### config.mk
export PLATFORM = sky130hd
export DESIGN_NAME = dispselect
export DESIGN_NICKNAME = d
export VERILOG_FILES = /design/src/rtl/dispselect.sv
export SDC_FILE = /design/constraint.sdc
export NUM_CORES = 1
export LEC_CHECK = 0
export CORE_MARGIN = 8
export CORE_UTILIZATION = 40
export DETAILED_ROUTE_END_ITERATION = 12
export PLACE_DENSITY_LB_ADDON = 0.15
export SKIP_CTS_REPAIR_TIMING = 1
export SLEW_MARGIN = 30
export SYNTH_ARGS = -nofsm -noshare
export SYNTH_HDL_FRONTEND = slang
export SYNTH_SLANG_ARGS = --single-unit
### constraint.sdc
create_clock -name CLK -period 1.9 [get_ports CLK]
set_input_delay 0.285 -clock CLK [delete_from_list [all_inputs] [get_ports CLK]]
set_output_delay 0.285 -clock CLK [all_outputs]
set_load 0.01 [all_outputs]
### src/rtl/dispselect.sv
// dispselect: free-running digit-select scanner for a multiplexed display.
// A prescaler divides CLK by SCAN_DIV; each prescaler wrap advances a 2-bit
// scan state that is presented on D_OUT from a register.
// Optional build macro: DISPSELECT_GRAY_EN -- when defined, D_OUT walks the
// Gray sequence 00,01,11,10; otherwise it walks the binary sequence 00..11.
module dispselect #(
  parameter int unsigned SCAN_DIV = 4,
  parameter int unsigned CNT_W    = 16
) (
  input  logic       CLK,
  input  logic       RST,
  output logic [1:0] D_OUT
);

  // Terminal prescaler count; reaching it produces the step tick.
  localparam logic [CNT_W-1:0] LAST = CNT_W'(SCAN_DIV - 1);

  // Power-up values keep D_OUT at 00 even if RST is never asserted.
  logic [CNT_W-1:0] pcnt_reg = '0;
  logic [CNT_W-1:0] pcnt_next;
  logic [1:0]       sel_reg  = 2'b00;
  logic [1:0]       sel_next;
  logic [1:0]       dout_reg = 2'b00;
  logic [1:0]       dout_next;
  logic             tick;

  // Map a scan state onto the pattern presented on D_OUT.
  function automatic logic [1:0] encode(input logic [1:0] s);
`ifdef DISPSELECT_GRAY_EN
    return {s[1], s[1] ^ s[0]};
`else
    return s;
`endif
  endfunction

  // Prescaler: count up to LAST, then wrap and tick. An out-of-range value
  // (only reachable through corruption) is discarded without a tick.
  always_comb begin
    tick      = 1'b0;
    pcnt_next = pcnt_reg + CNT_W'(1);
    if (pcnt_reg == LAST) begin
      tick      = 1'b1;
      pcnt_next = '0;
    end else if (32'(pcnt_reg) >= SCAN_DIV) begin
      pcnt_next = '0;
    end
  end

  // Scan state advances once per tick and wraps 3 -> 0 naturally; the
  // output register is loaded with the encoded next state so D_OUT tracks
  // SEL on the same edge without any combinational path to the pin.
  always_comb begin
    sel_next  = tick ? (sel_reg + 2'd1) : sel_reg;
    dout_next = encode(sel_next);
  end

  // State registers with synchronous reset that overrides any tick.
  always_ff @(posedge CLK) begin
    if (RST) begin
      pcnt_reg <= '0;
      sel_reg  <= 2'b00;
      dout_reg <= 2'b00;
    end else begin
      pcnt_reg <= pcnt_next;
      sel_reg  <= sel_next;
      dout_reg <= dout_next;
    end
  end

  assign D_OUT = dout_reg;

endmodule

==> results by group, run 1 <==
Yosys
  • Syn avg cell area: 12.3 um^2
  • Area leader, netlist: dfxtp_1
  • Synthesized flop and latch total: 18
  • Netlist cell types: 16
  • Most common cell in the netlist: dfxtp_1
  • Yosys warns: 0
  • Register area share after synthesis: 66.8%
  • Dominant synthesized flop cell: dfxtp_1
  • Synth area leaders: dfxtp_1 (67%), ha_1 (4.6%), nor4_1 (4.6%), mux2_2 (4.2%), or4_1 (2.8%)
  • Synth cell count leaders: dfxtp_1 (18), nor4_1 (4), inv_1 (3), nor2_1 (3)
  • Mapped cell area: 539 um^2
  • Post-synth EDFFs: 0
  • FFs w/ async S/R, synth: 0%
  • Synth top area share: 66.8%
  • Post-Synthesis Cells: 44

Placement
  • Port-buffer cells: 3
  • Placer Congestion: 0.694
  • Placed Area: 637 um^2
  • Placed Cells incl. Taps: 75

Timing
  • Post-route clock period utilization: 90.6%
  • Worst hold slack: 0.463 ns
  • Final setup fails: 0
  • Final hold vios: 0
  • Setup_tns: 0 ns
  • Slew Limit Fails: 0
  • Worst Skew: 0.00124 ns
  • Maximum clock frequency: 581 MHz
  • Minimum clock period: 1.72 ns
  • RSZ-0062 raised after global routing: false

Critical path
  • Critical path endpoint: D_OUT[1]$_SDFFE_PP0N_
  • Worst setup startpoint: pcnt_reg[0]$_SDFF_PP0_
  • R2R Path Start: pcnt_reg[0]$_SDFF_PP0_
  • CP Launch Type: flop
  • R2R Path End: D_OUT[1]$_SDFFE_PP0N_
  • CP Data Required Time: 2.08 ns
  • Crit end category: flop
  • Slowest stage delay, CP: 0.48 ns
  • Critical Path AT: 1.90 ns
  • Worst r2r path cells: 4
  • Worst-path cell chain: ha_1, or4bb_1, nor4_1, mux2_2
  • Slowest CP cell: or4bb_1
  • FF-to-FF setup slack: 0.18 ns
  • Critical path class: flop to flop
  • Max FO, Critical Path: 3

Clock network
  • Worst-path clk slew: 0.09 ns
  • Worst skew pair latency: 0.28 ns
  • Worst-case clock buffer depth: 2
  • CTS H-tree depth: 1
  • TritonCTS clock tree: done
  • Cts bufs inserted: 3
  • Root Buffer: clkbuf_4
  • Number of clock sinks: 18

Layout
  • Max reg flops: 16
  • Final std cells w/o fill: 79
  • Layout cells sized above 1: 12.5%
  • Nets: 69
  • Layout area overhead: 24.8%
  • Final instance area: 673 um^2
  • Antenna diodes: 0

Power
  • Pwr Density: 933 mW/mm^2
  • VDD IR max: 0.445 mV
  • Leakage power: 0.282 nW
  • Power, Total: 0.000628 W

GRT
  • Antenna violations before repair: 0
  • Total congestion overflow: 0
  • Vias in the first global route: 309
  • Gr usage total: 5.99%
  • Largest net degree at the start of global routing: 11
  • First-pass GRT wire length: 1190 um

Floorplan
  • Starting density of the core: 42.0%
  • Die width: 52.7 um
  • Die Ht: 52.7 um
  • Site Rows: 13
  • Die area: 0.00278 mm^2
  • Boundary Pins: 4
  • Core area: 0.00128 mm^2

Route
  • Routed vias: 326
  • DRT Pass-1 Iters: 2
  • WL final: 657 um
  • Via density: 4.13
  • DRT antenna net count: 0
  • DRC: 0
  • Wire length per cell: 8.32 um
  • Initial drt markers: 1

Job
  • Max-cap violation count: 0

Hold path
  • Hold WC Path Type: flop to flop

Status
  • Run status: finished, final reports clean
==> cell usage in the layout, fill, tap and decap left out, types with 2 or more instances in the layout <==
cell type | Yosys | routed
clkbuf_4 | 0 | 3
clkdlybuf4s50_1 | 0 | 3
conb_1 | 1 | 14
dfxtp_1 | 18 | 18
ha_1 | 2 | 2
inv_1 | 3 | 3
mux2_2 | 2 | 2
nor2_1 | 3 | 3
nor2b_1 | 2 | 2
nor4_1 | 4 | 4
or4_1 | 2 | 2
==> kinds of logic after synthesis <==
group | Yosys count | synth area share (%)
buffers and inverters | 3 | 2.09
flip-flops | 18 | 66.8
multiplexers | 2 | 4.18
other | 1 | 0.695
adder cells (fa/ha/maj) | 2 | 4.64
AO/OA/AOI/OAI | 1 | 0.927
AND/OR/NAND/NOR | 17 | 20.6
==> final cells by class <==
class,instances,area (um^2)
Multi-Input combinational cell,36,216
Tap cell,15,18.8
Clock buffer,4,36.3
Timing Repair Buffer,3,30.0
Sequential cell,18,360
Fill cell,121,612
Inverter,3,11.3
==> critical path, delay by kind of cell (launching register included) <==
kind                       cells  cell delay (ns)
adders and majority gates      1             0.19
DFF                            1             0.36
muxes                          1             0.37
and+or+nand+nor                2             0.71
==> per-stage QoR <==
stage          setup slack [ns]  utilization [%]
2_1_floorplan             0.289                -
5_1_grt                  0.0847             52.4
3_5_place_dp              0.190             49.6
6_report                  0.178             52.4
3_3_place_gp              0.220             49.6
4_1_cts                   0.178             52.4
==> layer usage <==
metal | vias up | share of wire [%] | track usage (%)
li1 | 177 | - | -
met1 | 144 | 46 | 6.66
met2 | 3 | 45 | 8.30
met3 | 2 | 7.0 | 3.69
met4 | 0 | 1.5 | 3.88
met5 | - | 0 | 0
==> worst min path at each step <==
| stage | endpoint | cells past startpoint | start | slack, ns |
|---|---|---|---|---|
| floorplan | pcnt_reg[0]$_SDFF_PP0_ | 1 | pcnt_reg[0]$_SDFF_PP0_ | 0.43 |
| global placement | pcnt_reg[0]$_SDFF_PP0_ | 1 | pcnt_reg[0]$_SDFF_PP0_ | 0.45 |
| detailed placement | pcnt_reg[0]$_SDFF_PP0_ | 1 | pcnt_reg[0]$_SDFF_PP0_ | 0.45 |
| CTS | pcnt_reg[0]$_SDFF_PP0_ | 1 | pcnt_reg[0]$_SDFF_PP0_ | 0.47 |
| global route | pcnt_reg[0]$_SDFF_PP0_ | 1 | pcnt_reg[0]$_SDFF_PP0_ | 0.50 |
| finish | pcnt_reg[0]$_SDFF_PP0_ | 1 | pcnt_reg[0]$_SDFF_PP0_ | 0.46 |
==> power breakdown <==
group | total (W) | switching (W) | internal (W)
Sequential | 0.000397 | 0.00000425 | 0.000393
Clock | 0.000220 | 0.000103 | 0.000116
Combinational | 0.0000115 | 0.00000707 | 0.00000443
(Power assumes the default switching activity.)
==> run 2, diff against run 1 <==
CORE_MARGIN = unset   (was 8)
==> run 2 against run 1 <==
Net effect: register-to-register slack barely moved; largest power group unchanged; critical path type unchanged; power rose by 0.13%; sequential cell count did not move; sequential share of layout area fell by 0.40 points.
==> results by group, run 2 (same netlist as run 1, synthesis figures left out) <==
Status
  • Run status: finished, final reports clean

GRT
  • Total congestion overflow: 0
  • Gr usage total: 12.2%
  • Largest net degree at the start of global routing: 11
  • Vias in the first global route: 313
  • First-pass GRT wire length: 1150 um
  • Antenna violations before repair: 0

Clock network
  • Worst-case clock buffer depth: 2
  • Number of clock sinks: 18
  • TritonCTS clock tree: done
  • Worst skew pair latency: 0.28 ns
  • Cts bufs inserted: 3
  • Root Buffer: clkbuf_4
  • Worst-path clk slew: 0.09 ns
  • CTS H-tree depth: 1

Power
  • Power, Total: 0.000629 W
  • Pwr Density: 928 mW/mm^2
  • Leakage power: 0.282 nW
  • VDD IR max: 0.678 mV

Critical path
  • CP Data Required Time: 2.08 ns
  • Cell family with most CP delay: simple AND/OR/NAND/NOR gates
  • Slowest stage delay, CP: 0.46 ns
  • Critical Path AT: 1.90 ns
  • R2R Path End: D_OUT[0]$_SDFFE_PP0N_
  • R2R Path Start: pcnt_reg[0]$_SDFF_PP0_
  • Slowest CP cell: or3b_2
  • CP Launch Type: flop
  • Critical path class: flop to flop
  • Worst r2r path cells: 4
  • FF-to-FF setup slack: 0.17 ns
  • Worst-path cell chain: ha_1, or3b_2, nor4_1, mux2_2
  • Max FO, Critical Path: 3
  • Worst Path Buf+Inv: 0
  • Crit end category: flop

Timing
  • Post-route clock period utilization: 90.8%
  • Maximum clock frequency: 580 MHz
  • Setup_tns: 0 ns
  • RSZ-0062 raised after global routing: false
  • Final setup fails: 0
  • Final hold vios: 0
  • Minimum clock period: 1.73 ns
  • Slew Limit Fails: 0
  • Worst Skew: 0.00541 ns
  • Setup ws final: 0.175 ns

Route
  • Initial drt markers: 3
  • WL final: 655 um
  • Routed vias: 330
  • DRT Pass-1 Iters: 2
  • Wire length per cell: 8.40 um
  • DRT antenna net count: 0
  • Via density: 4.23
  • DRC: 0

Floorplan
  • Boundary Pins: 4
  • Die area: 0.00150 mm^2
  • Starting density of the core: 46.0%
  • Site Rows: 12
  • Die Ht: 38.7 um
  • Core area: 0.00117 mm^2
  • Die width: 38.7 um

Placement
  • Hpwl dp: 523 um
  • Placed Area: 636 um^2
  • Placer Congestion: 0.680
  • Port-buffer cells: 3
  • Pre-CTS setup slack: 0.122 ns

Layout
  • Antenna diodes: 0
  • Layout cells sized above 1: 14.1%
  • Core Util, Final: 57.9%
  • Number of fill cells in the layout: 119
  • Final instance area: 678 um^2
  • Commonest non-fill, non-tap cells in the layout: dfxtp_1 (18), conb_1 (14)
  • Commonest non-fill, non-tap cell in the layout: dfxtp_1
  • Layout area overhead: 25.8%
  • Max reg flops: 16
  • Nets: 69

Job
  • Max-cap violation count: 0

Hold path
  • Hold path depth: 1
  • Hold WC Path Type: flop to flop
  • Hold_sp: pcnt_reg[0]$_SDFF_PP0_
  • WHS Endpoint: pcnt_reg[0]$_SDFF_PP0_
==> run 2: cell counts in the layout (fill, tap and decap cells not counted) <==
No cell type changed its count.
==> run 2: through the flow <==
step / hold WS [ns] / cells
2_1_floorplan: 0.428 / 57
3_3_place_gp: 0.452 / 74
3_5_place_dp: 0.456 / 74
4_1_cts: 0.469 / 78
5_1_grt: 0.501 / 78
6_report: 0.462 / 78
==> run 2: layout make-up <==
| type | count | area [um^2] | share of cell area (%) |
|---|---|---|---|
| clock buffer | 4 | 36.3 | 5.35 |
| inverter | 3 | 11.3 | 1.66 |
| multi-input combinational | 36 | 223 | 32.8 |
| sequential | 18 | 360 | 53.1 |
| tap | 14 | 17.5 | 2.58 |
| timing repair buffer | 3 | 30.0 | 4.43 |
==> run 2: worst max-delay path by stage <==
stage,to,from,cells after the start,slack [ns]
global route,D_OUT[1]$_SDFFE_PP0N_,pcnt_reg[0]$_SDFF_PP0_,4,0.06
CTS,D_OUT[1]$_SDFFE_PP0N_,pcnt_reg[0]$_SDFF_PP0_,4,0.08
global placement,D_OUT[1]$_SDFFE_PP0N_,pcnt_reg[0]$_SDFF_PP0_,4,0.06
detailed placement,D_OUT[1]$_SDFFE_PP0N_,pcnt_reg[0]$_SDFF_PP0_,4,0.12
finish,D_OUT[0]$_SDFFE_PP0N_,pcnt_reg[0]$_SDFF_PP0_,4,0.17
floorplan,D_OUT[1]$_SDFFE_PP0N_,pcnt_reg[0]$_SDFF_PP0_,4,0.29
==> run 2: routing by layer <==
metal | vias to the layer above | global-route usage (%) | share of wire [%]
li1 | 179 | - | -
met1 | 148 | 12.0 | 45
met2 | 3 | 19.6 | 51
met3 | 0 | 8.67 | 4.1
met4 | 0 | 5.17 | 0
met5 | - | 0 | 0
==> run 2: power by group <==
| part | internal (W) | switching, W | total (W) | leakage [nW] |
|---|---|---|---|---|
| combinational | 0.00000447 | 0.00000693 | 0.0000114 | 0.110 |
| clock | 0.000117 | 0.000104 | 0.000220 | 0.0210 |
| sequential | 0.000393 | 0.00000452 | 0.000397 | 0.150 |
| total | 0.000514 | 0.000115 | 0.000629 | 0.282 |
==> run 2: worst reg2reg max path: stages (launching register included) <==
cell and delay, ns:
dfxtp_1 0.36, ha_1 0.19, or3b_2 0.46, nor4_1 0.24
mux2_2 0.37
